==> config.mk <==
export PLATFORM = sky130hd
export DESIGN_NAME = cube_drive_decoder
export DESIGN_NICKNAME = d
export VERILOG_FILES = /design/src/rtl/cube_pkg.sv /design/src/rtl/cube_sync2.sv /design/src/rtl/cube_drive_decoder.sv
export SDC_FILE = /design/constraint.sdc
export NUM_CORES = 1
export LEC_CHECK = 0
export CAP_MARGIN = 20
export CORE_MARGIN = 4
export CORE_UTILIZATION = 50
export CTS_CLUSTER_SIZE = 24
export DETAILED_ROUTE_END_ITERATION = 10
export PLACE_DENSITY_LB_ADDON = 0.2
export SYNTH_ARGS = -nofsm -noshare
export SYNTH_HDL_FRONTEND = slang
export SYNTH_HIERARCHICAL = 1
export SYNTH_SLANG_ARGS = --single-unit
==> constraint.sdc <==
create_clock -name clock -period 7.15 [get_ports clock]
set_clock_uncertainty 0.15 [all_clocks]
set_input_delay 1.43 -clock clock [delete_from_list [all_inputs] [get_ports clock]]
set_output_delay 1.43 -clock clock [all_outputs]
set_load 0.005 [all_outputs]
==> src/rtl/cube_pkg.sv <==
// cube_pkg: shared LED cube constants, voxel index mapping and 27-bit popcount
package cube_pkg;
  localparam int CUBE_N = 3;
  localparam int VOXELS = 27;
  localparam int BOT = 0;
  localparam int MID = 1;
  localparam int TOP = 2;
  function automatic logic [4:0] vox_idx(input int l, input int r, input int v);
    return 5'(l * CUBE_N * CUBE_N + r * CUBE_N + v);
  endfunction
  function automatic logic [4:0] popcount27(input logic [VOXELS-1:0] x);
    logic [4:0] c;
    c = '0;
    for (int i = 0; i < VOXELS; i++) c = c + 5'(x[i]);
    return c;
  endfunction
endpackage

==> src/rtl/cube_sync2.sv <==
// cube_sync2: W-bit 2-FF synchroniser; in clock, reset_n (async low), d_i; out q_o
module cube_sync2 #(
  parameter int W = 1
) (
  input  logic         clock,
  input  logic         reset_n,
  input  logic [W-1:0] d_i,
  output logic [W-1:0] q_o
);
  logic [W-1:0] meta_q;
  always_ff @(posedge clock or negedge reset_n) begin
    if (!reset_n) begin
      meta_q <= '0;
      q_o    <= '0;
    end else begin
      meta_q <= d_i;
      q_o    <= meta_q;
    end
  end
endmodule

==> src/rtl/cube_drive_decoder.sv <==
// cube_drive_decoder: rebuilds the 27-voxel cube image from scan-sampled drive lines; in clock reset_n scan_clk sync vert_pwr row_bot/mid/top frame_ready clear_overrun; out frame_valid frame lit_count frame_changed overrun frame_count phase
module cube_drive_decoder
  import cube_pkg::*;
#(
  parameter int FRAME_SAMPLES   = 3,
  parameter bit VERT_ACTIVE_LOW = 1
) (
  input  logic        clock,
  input  logic        reset_n,
  input  logic        scan_clk,
  input  logic        sync,
  input  logic [2:0]  vert_pwr,
  input  logic [2:0]  row_bot,
  input  logic [2:0]  row_mid,
  input  logic [2:0]  row_top,
  input  logic        frame_ready,
  input  logic        clear_overrun,
  output logic        frame_valid,
  output logic [26:0] frame,
  output logic [4:0]  lit_count,
  output logic        frame_changed,
  output logic        overrun,
  output logic [15:0] frame_count,
  output logic [3:0]  phase
);
  logic        scan_s, scan_q, strobe_q;
  logic [11:0] drv_s;
  logic [2:0]  act;
  logic [26:0] dec, acc_eff, merged;
  logic [3:0]  ph_eff;
  logic        done, hs;
  logic [3:0]  phase_q, phase_d;
  logic [26:0] acc_q, acc_d, frame_q, frame_d;
  logic [4:0]  lit_q, lit_d;
  logic        changed_q, changed_d, valid_q, valid_d, overrun_q, overrun_d;
  logic [15:0] count_q, count_d;
  cube_sync2 #(.W(1)) u_sync_scan (
    .clock(clock), .reset_n(reset_n), .d_i(scan_clk), .q_o(scan_s)
  );
  cube_sync2 #(.W(12)) u_sync_drv (
    .clock(clock), .reset_n(reset_n),
    .d_i({row_top, row_mid, row_bot, vert_pwr}), .q_o(drv_s)
  );
  always_comb begin
    act = VERT_ACTIVE_LOW ? ~drv_s[2:0] : drv_s[2:0];
    dec = '0;
    for (int l = 0; l < CUBE_N; l++)
      for (int r = 0; r < CUBE_N; r++)
        for (int v = 0; v < CUBE_N; v++)
          dec[vox_idx(l, r, v)] = act[v] & drv_s[3 + l * CUBE_N + r];
  end
  always_comb begin
    ph_eff    = sync ? 4'd0 : phase_q;
    acc_eff   = sync ? '0 : acc_q;
    merged    = acc_eff | dec;
    done      = strobe_q && (ph_eff == 4'(FRAME_SAMPLES - 1));
    hs        = valid_q && frame_ready;
    phase_d   = done ? 4'd0 : strobe_q ? ph_eff + 4'd1 : ph_eff;
    acc_d     = done ? '0 : strobe_q ? merged : acc_eff;
    frame_d   = done ? merged : frame_q;
    lit_d     = done ? popcount27(merged) : lit_q;
    changed_d = done ? (merged != frame_q) : changed_q;
    valid_d   = done | (valid_q & ~hs);
    overrun_d = (done & valid_q & ~hs) | (overrun_q & ~clear_overrun);
    count_d   = count_q + 16'(done);
  end
  always_ff @(posedge clock or negedge reset_n) begin
    if (!reset_n) begin
      scan_q    <= 1'b0;
      strobe_q  <= 1'b0;
      phase_q   <= '0;
      acc_q     <= '0;
      frame_q   <= '0;
      lit_q     <= '0;
      changed_q <= 1'b0;
      valid_q   <= 1'b0;
      overrun_q <= 1'b0;
      count_q   <= '0;
    end else begin
      scan_q    <= scan_s;
      strobe_q  <= scan_q & ~scan_s;
      phase_q   <= phase_d;
      acc_q     <= acc_d;
      frame_q   <= frame_d;
      lit_q     <= lit_d;
      changed_q <= changed_d;
      valid_q   <= valid_d;
      overrun_q <= overrun_d;
      count_q   <= count_d;
    end
  end
  assign frame_valid   = valid_q;
  assign frame         = frame_q;
  assign lit_count     = lit_q;
  assign frame_changed = changed_q;
  assign overrun       = overrun_q;
  assign frame_count   = count_q;
  assign phase         = phase_q;
endmodule
Word level (Yosys, flattened, before mapping)
Cells that the tools add are included.
Word-level totals
  register bits after elaboration: 110
  input bits: 18
  output and inout bits: 55
  logic and storage cells: 91
Cells by class
  add/sub/neg operators: 28
  eq/ne operators: 2
  mux-type cells: 6
  bitwise gates (word level): 39
  reduce and logical (&&, ||, !) cells: 2
Operator list (count)
  adder 5 x 1 -> 5 bit: 22
  two-way mux 27 bit: 3
  bitwise AND 1 bit: 32
  != test 27 bit: 1
  bitwise OR 27 bit: 1
  adder 16 x 1 -> 16 bit: 1
  two-way mux 4 bit: 3
  adder 4 x 1 -> 5 bit: 1
  adder 3 x 1 -> 4 bit: 1
  adder 4 x 1 -> 4 bit, second input constant: 1
  == test 4 x 2 -> 1 bit, second input constant: 1
  adder 2 x 1 -> 3 bit: 1
  inverter 1 bit: 3
  inverter 3 bit: 1
  adder 1 x 1 -> 2 bit: 1
  logical AND 1 bit: 2
  bitwise OR 1 bit: 2

Logic depth before layout (Yosys ltp)
  word-level depth: 29
  mapped depth: 18
  mapped depth without buffers: 17

Modules after synthesis
Netlist, hierarchy kept.
Modules (own cells, without submodules)
  cube_drive_decoder: times used 1, cells an instance 449, area an instance 4401.7 µm², sequential area each 2102.0 µm²
  cube_sync2 at u_sync_drv: times used 1, cells an instance 24, area an instance 600.6 µm², sequential area each 600.6 µm²
  cube_sync2 at u_sync_scan: times used 1, cells an instance 2, area an instance 50.0 µm², sequential area each 50.0 µm²

Least setup slack after synthesis
No wires, ideal clock.
  kind: in2reg
  start point: input port sync
  end point: register lit_q[4] (netlist: lit_count[4])
  setup time: 0.135 ns
  arrival time: 6.151 ns
  required time: 6.865 ns
  setup slack: 0.714 ns
  stages on the path: 17
  path buffers: 1
  cell sequence: buf_2 nand2b_1 o21ai_0 fa_1 fa_1 fa_1 fa_1 inv_1 fa_1 fa_1 fa_1 inv_1 fa_1 a21o_1 a21oi_1 xor2_1 o21ai_0
Between the ends
  elaborated cells on any way between the ends: 31
  classes of those cells: add/sub: 26; eq/ne: 1; mux: 2; bitwise: 1; reduce/logical: 1
RTL lines
  start: declaration: RTL line cube_drive_decoder.sv:11  | input logic sync,
  two-way mux 27 bit: RTL line cube_drive_decoder.sv:54  | acc_eff = sync ? '0 : acc_q;
  bitwise OR 27 bit: RTL line cube_drive_decoder.sv:55  | merged = acc_eff | dec;
  net merged[3]: RTL line cube_drive_decoder.sv:29  | logic [26:0] dec, acc_eff, merged;
  adder 3 x 1 -> 4 bit: RTL line cube_pkg.sv:14  | for (int i = 0; i < VOXELS; i++) c = c + 5'(x[i]);
  adder 4 x 1 -> 5 bit: RTL line cube_pkg.sv:14
  adder 5 x 1 -> 5 bit (22 in series): RTL line cube_pkg.sv:14
  end signal: assignment: RTL line cube_drive_decoder.sv:85  | lit_q <= lit_d;
  end: declaration: RTL line cube_drive_decoder.sv:34  | logic [4:0] lit_q, lit_d;
The timed path passes the listed nets, and every way through them passes these cells.
A chain may end at the register's enable or synchronous reset.

Worst setup path in the final report
Ends and elaborated chain as after synthesis.

==> metrics <==
Setup Crit Path Kind=input port to register; Worst-Skew Late Latency=0.38 ns; clock sink count=110; hold_sp=u_sync_drv/meta_q[1]; Setup crit start kind=input port; fillers=833; worst slew pin tran=0.8654 ns; Worst Path Max Fanout=13; Power, Total=1.691 mW; relative slew slack=41.70%; total core area=9819 sq um; CTS tree=done; Die W=108.5 um; Port Buffers=72; Synth Warn #=6; Pwr per Cell Area=272.9 nW/um^2; H-tree depth=3; global-route wire length before repair=17,770 um; Post-DP HPWL=7825 um; worst r2r src=u_sync_drv/q_o[0]; WP data required=~7.3 ns; full die area=11,780 sq um; post-synthesis register bit count=110; crit path from=sync; largest net degree at the start of global routing=between 70 and 80; Synth Area in Adders=10.50%; Mean Syn Cell Area=10.64 sq um; combinational share of power=between 30% and 40%; final setup violation count=0; RSZ-0062 raised after global routing=no; row cnt=36; Final Hold Vio Count=0; Internal Power=1.117 mW; run status=finished clean; clock share of power=22.7%; Final Cycle Share=94.36%; setup ws final=between 0.4 and 0.5 ns; layout cells sized above 1=around 7.0%; largest family of logic cells by synthesized area=simple AND/OR/NAND/NOR gates; # hold bufs at CTS=0; diode count=0; met2 usage=30.89%; Flop pwr share=42.5%; Primary FF master, synth=dfrtp_1; GP Congestion=between 0.8 and 0.9; GRT overflow=0; commonest non-fill, non-tap cell in the layout=dfrtp_1; Sw Pwr=574.2 uW; pre-CTS setup slack=0.02075 ns; routing usage on met1=27.03%; vias=3,511; overall routed net length=roughly 11,000 um; Area growth, synth to finish=22.63%; Worst setup EP type=register; XOR/XNOR Fraction of Synth Area=8.148%; Residual DRC=0; mux cell area share after synthesis=0.1981%; Max Freq=148.2 MHz; antenna violations before repair=0; Pre-antenna DRT Iters=4; Starting Density=51.45%; Cells after DPL=just under 700; Setup TNS Final=0 ns; Compound-Gate Fraction of Synth Area=about 8.4%; Final Max Slew Viols=0; async set or reset register ratio after synthesis=between 90% and 100%; Netlist cell types=28; Post-synth EDFFs=0; Tmin final=6.747 ns; CTS root buffer=clkbuf_8; Reg area=~2800 sq um; Switching Share=33.96%; Post-CTS Resized=0; maximum capacitance violations=0; clock transition at the registers of the reported paths=0.11 ns; post-synthesis sequential area ratio=between 50% and 60%; Mapped Nets=524; Post-Synth Simple-Gate Area=between 10% and 20%; Leak Pwr=2.930 nW; Min-Delay Path Class=register to register; busiest grt layer=met2; vias in the first global route=roughly 3.6k; CTS Buffer Depth=2; multi-input gate area in the final layout=2123 sq um; aggregate global-route resource usage=19.64%; most frequent cells in the layout=dfrtp_1 (110), nand2_1 (80), clkdlybuf4s50_1 (71); Final Net Count=605; Post-Synthesis Cells=475; critical path arrival=6.85 ns; vias per inst=~5.1; IO Pins=73; post-CTS setup buffers=0; WL/cell=15.40 um; post-route ant nets=0; met3 Use GR=4.179%; die height=108.5 um; Syn Std Cell Area=5052 sq um; maximum vdd drop=160.8 uV; Iter 0 DRT Violations=approximately 200; Num CTS Buffers=9; non-filler cells, final=694
[worst max-delay path, stage by stage]
cell,delay (ns)
clkdlybuf4s50_1,0.46
buf_4,0.18
nand2b_1,0.14
o21ai_0,0.17
fa_1,0.58
fa_1,0.45
fa_1,0.50
fa_1,0.55
inv_1,0.05
fa_1,0.51
fa_1,0.55
fa_1,0.17
inv_1,0.06
fa_1,0.41
a21o_1,0.20
a21oi_1,0.17
xor2_1,0.17
o21ai_0,0.09
[sequential cells by signal, summed over array words and instances (netlist names)]
name	count
frame	27
scan_q	1
frame_valid	1
frame_count	16
u_sync_scan/meta_q	1
phase	4
frame_changed	1
overrun	1
u_sync_scan/q_o	1
lit_count	5
u_sync_drv/q_o	12
strobe_q	1
acc_q	27
u_sync_drv/meta_q	12
[synthesized netlist by cell type, types with 2 or more instances]
cell type / n / share of area (%)
buf_1: 4 / 0.30
nand2b_1: 16 / 2.0
xnor2_1: 27 / 4.7
buf_2: 7 / 0.69
a21o_1: 2 / 0.30
o21ai_0: 23 / 2.3
a21oi_2: 4 / 0.69
a21oi_1: 40 / 4.0
inv_2: 2 / 0.15
nand3_1: 5 / 0.50
xor2_1: 20 / 3.5
o21ai_1: 8 / 0.79
dfrtp_1: 110 / 54
and3_1: 3 / 0.37
ha_1: 12 / 3.0
nor2_1: 22 / 1.6
nand2_1: 80 / 5.9
clkbuf_1: 6 / 0.45
fa_1: 19 / 7.5
inv_1: 28 / 2.1
nand4_1: 11 / 1.4
nor2b_1: 20 / 2.5
[cell type report]
type	count	area share (%)
flip-flops and latches	110	44.43
clock inverters	7	1.393
well taps	133	2.686
multi-input cells	318	34.27
clock buffers	9	1.999
repair buffers	87	13.41
inverters	30	1.817
[metal layers]
metal  up-vias  share of wire, %
met4         0               2.2
met3        16               5.2
met1      1719                46
met2        91                47
met5         -                 0
li1       1685                 -
[metrics by stage]
step / hold WS, ns / instance area [sq um] / utilization (%)
CTS: 0.2120 / 6196 / 63.10
global placement: 0.1824 / 5986 / 60.96
floorplan: 0.1812 / 5052 / -
detailed placement: 0.1855 / 5986 / 60.96
finish: 0.2106 / 6196 / 63.10
global route: 0.2189 / 6196 / 63.10
[path summary, 6_finish.rpt]
kind	endpoint	cells after the start	slack (ns)
max	lit_count[4]	18	0.40
min	u_sync_drv/q_o[1]	0	0.21
max reg2reg	lit_count[4]	15	1.51
min reg2reg	u_sync_drv/q_o[1]	0	0.21
max in group asynchronous	u_sync_drv/meta_q[8]	2	4.77
min in group asynchronous	lit_count[2]	1	0.84
[logic make-up (layout without fill, tap and decap cells)]
group / Yosys count / count (layout)
simple gates: 160 / 160
flops: 110 / 110
compound gates: 79 / 79
xor+xnor: 47 / 47
buf+inv: 47 / 133
fa+ha+maj: 31 / 31
mux: 1 / 1
[power by group through the flow]
stage	logic, mW	clock network [mW]	registers, mW
floorplan	0.388	0	0.726
global placement	0.577	0	0.729
detailed placement	0.592	0	0.731
CTS	0.598	0.396	0.719
global route	0.672	0.421	0.727
finish	0.589	0.384	0.718
Power figures use the tool's default switching activity.
